<file path="config.mk">
export PLATFORM = sky130hd
export DESIGN_NAME = div_32b_seq
export DESIGN_NICKNAME = d
export VERILOG_FILES = /design/src/rtl/div_pkg.sv /design/src/rtl/addsub_33b.sv /design/src/rtl/div_32b_seq.sv
export SDC_FILE = /design/constraint.sdc
export NUM_CORES = 1
export LEC_CHECK = 0
export ABC_CLOCK_PERIOD_IN_PS = 21500
export CAP_MARGIN = 20
export CORE_UTILIZATION = 55
export DETAILED_ROUTE_END_ITERATION = 10
export PLACE_DENSITY = 0.8
export SYNTH_ARGS = -nofsm -noshare
export SYNTH_HDL_FRONTEND = slang
export SYNTH_SLANG_ARGS = --single-unit
export TNS_END_PERCENT = 1
</file>
<file path="constraint.sdc">
create_clock -name clk -period 21.5 [get_ports clk]
set_input_delay 5.375 -clock clk [delete_from_list [all_inputs] [get_ports clk]]
set_output_delay 5.375 -clock clk [all_outputs]
set_load 0.05 [all_outputs]
</file>
<file path="src/rtl/div_pkg.sv">
// ---------------------------------------------------------------------------
// div_pkg
// Shared definitions for the sequential 32-bit signed divider.
//   divState_e  : FSM state encoding (IDLE, ITER, FIX, DONE)
//   DIV_WIDTH   : operand / result width
//   DIV_STEPS   : number of non-restoring iterations
//   CNT_W       : iteration counter width
//   condNegate  : two's-complement negate on request, built as invert plus
//                 increment so it never needs the shared adder
// ---------------------------------------------------------------------------
package div_pkg;

    localparam int DIV_WIDTH = 32;
    localparam int DIV_STEPS = 32;
    localparam int CNT_W     = 6;

    typedef enum logic [1:0] {
        IDLE = 2'd0,
        ITER = 2'd1,
        FIX  = 2'd2,
        DONE = 2'd3
    } divState_e;

    function automatic logic [DIV_WIDTH-1:0] condNegate(
        input logic [DIV_WIDTH-1:0] value,
        input logic                 negate
    );
        return negate ? (~value + 32'd1) : value;
    endfunction

endpackage

</file>
<file path="src/rtl/addsub_33b.sv">
// ---------------------------------------------------------------------------
// addsub_33b
// Combinational 33-bit adder/subtractor: s = sub ? a - b : a + b.
// The lower 32 bits come from two 16-bit carry-lookahead cells; the top bit
// ripples off the upper cell's carry-out.
//   sub : 1 selects subtraction (b inverted, carry-in set)
//   a   : 33-bit first operand
//   b   : 33-bit second operand
//   s   : 33-bit result (carry-out discarded)
// Also contains cla16, the 16-bit carry-lookahead cell.
//   a_i, b_i : 16-bit operands      c_i : carry-in
//   s_o      : 16-bit sum           c_o : carry-out
// ---------------------------------------------------------------------------
module cla16 (
    input  logic [15:0] a_i,
    input  logic [15:0] b_i,
    input  logic        c_i,
    output logic [15:0] s_o,
    output logic        c_o
);

    logic [15:0] gen;
    logic [15:0] prop;
    logic [16:0] carry;

    assign gen  = a_i & b_i;
    assign prop = a_i ^ b_i;

    // Carry recurrence written per bit; synthesis flattens it into the
    // lookahead tree.
    always_comb begin
        carry    = '0;
        carry[0] = c_i;
        for (int i = 0; i < 16; i++) begin
            carry[i+1] = gen[i] | (prop[i] & carry[i]);
        end
    end

    assign s_o = prop ^ carry[15:0];
    assign c_o = carry[16];

endmodule

module addsub_33b (
    input  logic        sub,
    input  logic [32:0] a,
    input  logic [32:0] b,
    output logic [32:0] s
);

    logic [32:0] bEff;
    logic        carry16;
    logic        carry32;

    assign bEff = b ^ {33{sub}};

    cla16 uLow (
        .a_i (a[15:0]),
        .b_i (bEff[15:0]),
        .c_i (sub),
        .s_o (s[15:0]),
        .c_o (carry16)
    );

    cla16 uHigh (
        .a_i (a[31:16]),
        .b_i (bEff[31:16]),
        .c_i (carry16),
        .s_o (s[31:16]),
        .c_o (carry32)
    );

    assign s[32] = a[32] ^ bEff[32] ^ carry32;

endmodule

</file>
<file path="src/rtl/div_32b_seq.sv">
// ---------------------------------------------------------------------------
// div_32b_seq
// Sequential 32-bit signed non-restoring divider for the Mini SRC DIV
// instruction. One add/subtract step per clock on a 33-bit partial
// remainder, then a final correction and sign fix-up.
//   clk, rst_n   : clock, asynchronous active-low reset
//   start        : request a division (sampled only in IDLE)
//   dividend     : signed dividend (Ra), captured on acceptance
//   divisor      : signed divisor (Rb), captured on acceptance
//   busy         : operation in flight
//   done         : one-cycle pulse, results valid
//   quotient     : signed quotient (to LO)
//   remainder    : signed remainder (to HI)
//   div_by_zero  : divisor was zero for the current results
// ---------------------------------------------------------------------------
module div_32b_seq
    import div_pkg::*;
#(
    parameter int WIDTH = DIV_WIDTH
) (
    input  logic             clk,
    input  logic             rst_n,
    input  logic             start,
    input  logic [WIDTH-1:0] dividend,
    input  logic [WIDTH-1:0] divisor,
    output logic             busy,
    output logic             done,
    output logic [WIDTH-1:0] quotient,
    output logic [WIDTH-1:0] remainder,
    output logic             div_by_zero
);

    divState_e          state_q, state_d;
    logic [CNT_W-1:0]   count_q, count_d;
    logic [32:0]        a_q, a_d;
    logic [31:0]        q_q, q_d;
    logic [32:0]        m_q, m_d;
    logic               negQuot_q, negQuot_d;
    logic               negRem_q, negRem_d;
    logic               zeroDiv_q, zeroDiv_d;
    logic [31:0]        quot_q, quot_d;
    logic [31:0]        rem_q, rem_d;
    logic               dbz_q, dbz_d;
    logic               busy_q, busy_d;
    logic               done_q, done_d;

    logic [32:0]        aShift;
    logic               addSub;
    logic [32:0]        addA;
    logic [32:0]        addS;
    logic [32:0]        fixedA;

    // One adder serves both the ITER step (shifted A +/- M) and the FIX
    // correction (A + M); the operand mux depends only on registered state.
    assign aShift = {a_q[31:0], q_q[31]};
    assign addSub = (state_q == ITER) ? ~a_q[32] : 1'b0;
    assign addA   = (state_q == ITER) ? aShift : a_q;
    assign fixedA = a_q[32] ? addS : a_q;

    addsub_33b uAddSub (
        .sub (addSub),
        .a   (addA),
        .b   (m_q),
        .s   (addS)
    );

    // A zero divisor skips ITER and goes through FIX, where the flagged
    // results are written, so done still rises one cycle after acceptance.
    always_comb begin
        state_d   = state_q;
        count_d   = count_q;
        a_d       = a_q;
        q_d       = q_q;
        m_d       = m_q;
        negQuot_d = negQuot_q;
        negRem_d  = negRem_q;
        zeroDiv_d = zeroDiv_q;
        quot_d    = quot_q;
        rem_d     = rem_q;
        dbz_d     = dbz_q;

        case (state_q)
            IDLE: begin
                if (start) begin
                    negQuot_d = dividend[31] ^ divisor[31];
                    negRem_d  = dividend[31];
                    count_d   = '0;
                    a_d       = '0;
                    if (divisor == '0) begin
                        zeroDiv_d = 1'b1;
                        q_d       = dividend;
                        m_d       = '0;
                        state_d   = FIX;
                    end else begin
                        zeroDiv_d = 1'b0;
                        q_d       = condNegate(dividend, dividend[31]);
                        m_d       = {1'b0, condNegate(divisor, divisor[31])};
                        state_d   = ITER;
                    end
                end
            end
            ITER: begin
                a_d     = addS;
                q_d     = {q_q[30:0], ~addS[32]};
                count_d = count_q + 1'b1;
                if (count_q == CNT_W'(DIV_STEPS - 1)) begin
                    state_d = FIX;
                end
            end
            FIX: begin
                if (zeroDiv_q) begin
                    quot_d = '1;
                    rem_d  = q_q;
                    dbz_d  = 1'b1;
                end else begin
                    a_d    = fixedA;
                    quot_d = condNegate(q_q, negQuot_q);
                    rem_d  = condNegate(fixedA[31:0], negRem_q);
                    dbz_d  = 1'b0;
                end
                state_d = DONE;
            end
            DONE: begin
                state_d = IDLE;
            end
            default: begin
                state_d = IDLE;
            end
        endcase

        busy_d = (state_d != IDLE);
        done_d = (state_d == DONE);
    end

    // State and result registers; reset discards any in-flight division.
    always_ff @(posedge clk or negedge rst_n) begin
        if (!rst_n) begin
            state_q   <= IDLE;
            count_q   <= '0;
            a_q       <= '0;
            q_q       <= '0;
            m_q       <= '0;
            negQuot_q <= 1'b0;
            negRem_q  <= 1'b0;
            zeroDiv_q <= 1'b0;
            quot_q    <= '0;
            rem_q     <= '0;
            dbz_q     <= 1'b0;
            busy_q    <= 1'b0;
            done_q    <= 1'b0;
        end else begin
            state_q   <= state_d;
            count_q   <= count_d;
            a_q       <= a_d;
            q_q       <= q_d;
            m_q       <= m_d;
            negQuot_q <= negQuot_d;
            negRem_q  <= negRem_d;
            zeroDiv_q <= zeroDiv_d;
            quot_q    <= quot_d;
            rem_q     <= rem_d;
            dbz_q     <= dbz_d;
            busy_q    <= busy_d;
            done_q    <= done_d;
        end
    end

    assign busy        = busy_q;
    assign done        = done_q;
    assign quotient    = quot_q;
    assign remainder   = rem_q;
    assign div_by_zero = dbz_q;

endmodule

</file>
# Yosys cells after proc, flatten, opt, wreduce, memory -nomap -nowiden
# Cells that the tools add are included.
# totals
regBits	176
output_inout_bits	67
in_bits	67
elab_cells	137
# classes
eq_ne	7
reduce_logical	8
bitwise_logic	80
muxes	24
addsub	5
# ops
operator	n
$mux W32	9
$mux W33	4
$add A32 B1 Y32 const B	4
$not A32 Y32	4
$pmux W33 S3	1
$pmux W32 S2	1
$xor A16 B16 Y16	4
$xor A33 B33 Y33	1
$and A1 B1 Y1	32
$and A16 B16 Y16	2
$logic_not A32 Y1	1
$or A1 B1 Y1	32
$pmux W6 S2	1
$pmux W2 S4	1
$add A6 B1 Y6 const B	1
$eq A2 B2 Y1 const B	3
$eq A6 B5 Y1 const B	1
$mux W2	3
$mux W6	1
$ne A2 B2 Y1 const B	2
$reduce_and A2 Y1	2
$reduce_bool A2 Y1	2
$mux W1	3
$reduce_and A3 Y1	1
other kinds (5)	8

# Depth between registers and ports, before layout
# depth
ltp_word	74
mapped_depth	46
ltp_nobuf	42

# Cells and area by module
# Synthesis repeated with hierarchy kept, for this count alone.
# hier_totals
cells_unflattened	1366
hier_area_um2	12200.5
# by_module_without_submodules
module	cells_each	instances	area_each_um2
div_32b_seq	1275	1	11121.9
cla16	26	2	357.8
addsub_33b	39	1	362.8

# Least setup slack after synthesis
# OpenSTA, ideal clock, no wires.
# synth_path
path_type	reg2reg
startpoint	register a_q[32]
endpoint	register rem_q[31] (netlist: remainder[31])
arrival_ps	14486
stages_incl_launch_ff	47
setup_slack_ps	6885
t_required_ps	21371
path_cell_list	dfrtp_1 > clkbuf_1 > clkbuf_1 > clkbuf_1 > clkbuf_1 > nor2b_1 > clkbuf_1 > buf_1 > xnor2_1 > fa_1 > fa_1 > fa_1 > fa_1 > fa_1 > fa_1 > fa_1 > fa_1 > fa_1 > [... 11 more ...] > fa_1 > fa_1 > fa_1 > fa_1 > fa_1 > fa_1 > fa_1 > fa_1 > fa_1 > inv_1 > fa_1 > inv_1 > fa_1 > mux2i_1 > nor2_1 > o31a_1 > a31oi_1 > o21ai_0
# synth_via
elab_chain_len	72
word_cells_on_any_way	76
classes_between	add/sub: 1; mux: 4; bitwise: 71
# synth_rtl
item	line_no	text
start, declared	div_32b_seq.sv:35	logic [32:0] a_q, a_d;
start signal, assigned	div_32b_seq.sv:140	a_q <= '0;
start signal, assigned	div_32b_seq.sv:154	a_q <= a_d;
$not A1 Y1	div_32b_seq.sv:56	assign addSub = (state_q == ITER) ? ~a_q[32] : 1'b0;
$mux W1	div_32b_seq.sv:56	
$xor A33 B33 Y33	addsub_33b.sv:55	assign bEff = b ^ {33{sub}};
$xor A16 B16 Y16	addsub_33b.sv:27	assign prop = a_i ^ b_i;
$and A1 B1 Y1	addsub_33b.sv:35	carry[i+1] = gen[i] | (prop[i] & carry[i]);
$or A1 B1 Y1	addsub_33b.sv:35	
$and A1 B1 Y1	addsub_33b.sv:35	
$or A1 B1 Y1	addsub_33b.sv:35	
[... 56 more ...]	-	
$and A1 B1 Y1	addsub_33b.sv:35	
$or A1 B1 Y1	addsub_33b.sv:35	
$xor A16 B16 Y16	addsub_33b.sv:39	assign s_o = prop ^ carry[15:0];
$mux W33 *	div_32b_seq.sv:58	assign fixedA = a_q[32] ? addS : a_q;
$not A32 Y32	div_pkg.sv:28	return negate ? (~value + 32'd1) : value;
$add A32 B1 Y32	div_pkg.sv:28	
$mux W32 *	div_pkg.sv:28	
$mux W32 *	div_32b_seq.sv:111	if (zeroDiv_q) begin
end signal, assigned	div_32b_seq.sv:161	rem_q <= rem_d;
end, declared	div_32b_seq.sv:42	logic [31:0] rem_q, rem_d;
# Every way passes the cells marked *; elsewhere a longest branch is shown, timed or not.
# A chain may end at the register's enable or synchronous reset.

# Worst setup path in the final report
# layout_path
startpoint	register state_q[1]
endpoint	register rem_q[31] (netlist: remainder[31])
# layout_via
elab_chain_len	72
word_cells_on_any_way	78
classes_between	add/sub: 1; eq/ne: 2; mux: 5; bitwise: 70
# layout_rtl
item	line_no	text
start, declared	div_32b_seq.sv:33	divState_e state_q, state_d;
start signal, assigned	div_32b_seq.sv:152	state_q <= state_d;
$eq A2 B1 Y1	div_32b_seq.sv:56, div_32b_seq.sv:57	
$mux W1	div_32b_seq.sv:56	
$xor A33 B33 Y33	addsub_33b.sv:55	
$xor A16 B16 Y16	addsub_33b.sv:27	
$and A1 B1 Y1	addsub_33b.sv:35	
$or A1 B1 Y1	addsub_33b.sv:35	
$and A1 B1 Y1	addsub_33b.sv:35	
$or A1 B1 Y1	addsub_33b.sv:35	
[... 56 more ...]	-	
$and A1 B1 Y1	addsub_33b.sv:35	
$or A1 B1 Y1	addsub_33b.sv:35	
$xor A16 B16 Y16	addsub_33b.sv:39	
$mux W33	div_32b_seq.sv:58	
$not A32 Y32	div_pkg.sv:28	
$add A32 B1 Y32	div_pkg.sv:28	
$mux W32	div_pkg.sv:28	
$mux W32	div_32b_seq.sv:111	
# Parallel ways exist; a longest one is shown, timed or not.

==> impl_metrics.tcl <==
set metrics [dict create \
    netlist_top_cells_area "dfrtp_1, xor2_1, o21ai_0" \
    critPathKind "reg2reg" \
    filler_cell_count 1736 \
    timing.rr.end "remainder[31]" \
    drv_slew 0 \
    switching_share_pct 49.9 \
    cts_resized 0 \
    p_leak_nw 5.50 \
    drtPass1Iterations 5 \
    ios 134 \
    path_max_fanout 37 \
    die_area_mm2 0.0223 \
    place_inst 1712 \
    hold_viol 0 \
    initial_core_util_pct 56.4 \
    seqPwrFrac_pct 26.8 \
    setup_tns_ns 0 \
    cts_sinks 175 \
    drt.antenna.violating_nets 0 \
    rr_startpoint "state_q[1]" \
    root_buffer "clkbuf_16" \
    place_ws_ns 6.52 \
    dp.final_hpwl_mm 24.2 \
    cp-end-kind "register" \
    numCtsBuffers 17 \
    slowest_stage "ha_4" \
    worst_pin_slew_ns 1.02 \
    drive_gt1_share_pct 5.45 \
    max_stage_delay_ns 0.47 \
    gp_congestion 0.914 \
    synth_top_area_share_pct 36.7 \
    reg2reg_depth 43 \
    synth_largest_area_cell "dfrtp_1" \
    finish.utilization_pct 66.0 \
    insertion_delay_ns 0.45 \
    clk_pin_slew_ns 0.07 \
    antenna_found_initial 0 \
    viasPerCell 6.23 \
    final_nets 1563 \
    cts_setup_buffers 0 \
    max-cap-violations 0 \
    internal_power_mw 1.03 \
    fin_cells 1744 \
    finalCritPeriodShare_pct 70.6 \
    final_cell_mix "dfrtp_1, o21ai_0, clkdlybuf4s50_1, nand2_1, nor2_1" \
    layout_setup_ws_ns 6.33 \
    routed_wirelength_mm 33.9 \
    synth_edf_count 0 \
    stdcell_area_mm2 0.0140 \
    start_kind "register" \
    arrival_ns 15.50 \
    slew_headroom_pct 31.7 \
    grt_max_degree 96 \
    syn_inst 1386 \
    crit_top_cell "fa_1" \
    outcome "complete, no violations" \
    syn-num-nets 1493 \
    fin_skew_ns 0.0105 \
    track_usage_pct 31.4 \
    die_h_um 149 \
    clk_path_buf_depth 2 \
    max_freq_ghz 0.0659 \
    hp-class "reg2reg" \
    final_common_cell "dfrtp_1" \
    cp-endpoint "remainder[31]" \
    hold_buffers 0 \
    vias 10900 \
    h-tree-depth 4 \
    syn_area_mm2 0.0119 \
    routedWlPerCell_um 19.4 \
    core_area_mm2 0.0212 \
    synthDistinctLibCells 61 \
    switching_power_mw 1.03 \
    required_ns 21.83 \
    finalCriticalPeriod_ns 15.17 \
    initialDrtViolationCount 1118 \
    ys.flop_type "dfrtp_1" \
    area_growth_pct 16.9 \
    grt_pass1_vias 9965 \
    pwr-share-comb_pct 58.1 \
    drcViolationCount 0 \
    synth.avg_cell_area_um2 8.62 \
    clock_power_share_pct 15.1 \
    yosys_warnings 0 \
    grt_pass1_wl_mm 53.9 \
    overflow 0 \
    vdd_drop_max_mv 0.0796 \
    powerDensity_mw_per_mm2 147 \
    startpoint "state_q[1]" \
    num_antenna_cells 0 \
    rsz0062_at_grt "no" \
    regToRegSetupSlack_ns 6.33 \
    cts_tree "built" \
    ys_ff_latch 175 \
    ys_seq_area_share_pct 36.7 \
    placed_area_mm2 0.0134 \
    die_w_um 149 \
    port-buffer-count 133 \
    async_flop_share_pct 100 \
    row_count 53 \
    setup_viol 0 \
]
power groups by stage:
stage / logic (mW) / registers, mW / clock network, mW
after global routing: 1.31 / 0.558 / 0.324
after detailed placement: 1.17 / 0.547 / 0
after floorplan: 0.896 / 0.480 / 0
final: 1.19 / 0.550 / 0.310
after CTS: 1.18 / 0.541 / 0.311
after global placement: 1.13 / 0.540 / 0
cell type report:
class | instances | area, µm² | share of cell area [%]
clock buffer | 18 | 439 | 3.15
multi-input combinational | 1081 | 7080 | 50.7
inverter | 34 | 128 | 0.914
sequential | 175 | 4380 | 31.4
tap | 275 | 344 | 2.47
clock inverter | 14 | 148 | 1.06
timing repair buffer | 147 | 1440 | 10.3
state kept, by name, summed over array words and instances (netlist names):
signal,flops
a_q,33
m_q,32
q_q,32
quotient,32
remainder,32
count_q,6
state_q,2
busy,1
div_by_zero,1
done,1
negQuot_q,1
negRem_q,1
zeroDiv_q,1
worst min-delay path by stage:
| stage | to | startpoint | slack [ns] | depth (start not counted) |
|---|---|---|---|---|
| floorplan | m_q[30] | m_q[30] | 0.47 | 2 |
| global placement | m_q[6] | m_q[6] | 0.49 | 2 |
| detailed placement | remainder[25] | remainder[25] | 0.49 | 2 |
| CTS | remainder[25] | remainder[25] | 0.51 | 2 |
| global route | remainder[25] | remainder[25] | 0.52 | 2 |
| finish | remainder[25] | remainder[25] | 0.50 | 2 |
through the flow:
| stage | hold slack [ns] | total power, mW |
|---|---|---|
| finish | 0.504 | 2.05 |
| global placement | 0.486 | 1.67 |
| detailed placement | 0.492 | 1.71 |
| floorplan | 0.469 | 1.38 |
| global route | 0.524 | 2.19 |
| CTS | 0.507 | 2.03 |
cell usage after synthesis (4+ instances only):
cell type and number:
fa_1 31, xor2_1 85, mux2i_1 38, dfrtp_1 175, or4_1 12, a221o_1 7
o41ai_1 12, xnor2_1 54, a31oi_1 17, o2bb2ai_1 6, nor2_1 123, and3_1 30
nor2b_1 26, nor4_1 16, nand3_1 25, or2_2 6, buf_1 7, o21ai_0 148
a21oi_1 121, inv_1 33, a2bb2oi_1 12, nand4_1 7, ha_1 9, mux2_2 9
o22ai_1 20, clkbuf_1 85, nor3_1 29, or3_1 22, o31ai_2 4, nand2b_1 7
o31ai_1 30, nand2_1 129
critical path, delay by kind of cell, from the launching register on:
kind / cells / cell delay (ns)
adders and majority gates: 32 / 12.77
buffers and inverters: 4 / 0.69
DFF: 1 / 0.42
AOI/OAI and AO/OA: 3 / 0.34
and+or+nand+nor: 2 / 0.32
muxes: 1 / 0.32
xor gates and xnor gates: 1 / 0.15
layer usage:
metal  track usage (%)  vias up  part of all wire (%)
li1                  -     5061                     -
met1              45.2     5207                    43
met2              46.3      519                    45
met3              5.60       78                   9.1
met4              13.2        0                   3.4
met5                 0        -                     0
kinds of logic after synthesis:
| logic type | count (synthesis) | share of synthesized area [%] |
|---|---|---|
| multiplexers | 47 | 4.03 |
| AND/OR/NAND/NOR | 450 | 18.2 |
| AO/OA/AOI/OAI | 405 | 20.4 |
| XOR/XNOR | 139 | 10.2 |
| adder cells (fa/ha/maj) | 40 | 6.14 |
| buffers and inverters | 130 | 4.29 |
| flip-flops | 175 | 36.7 |
Note: power is estimated with default switching activity, not from simulation.
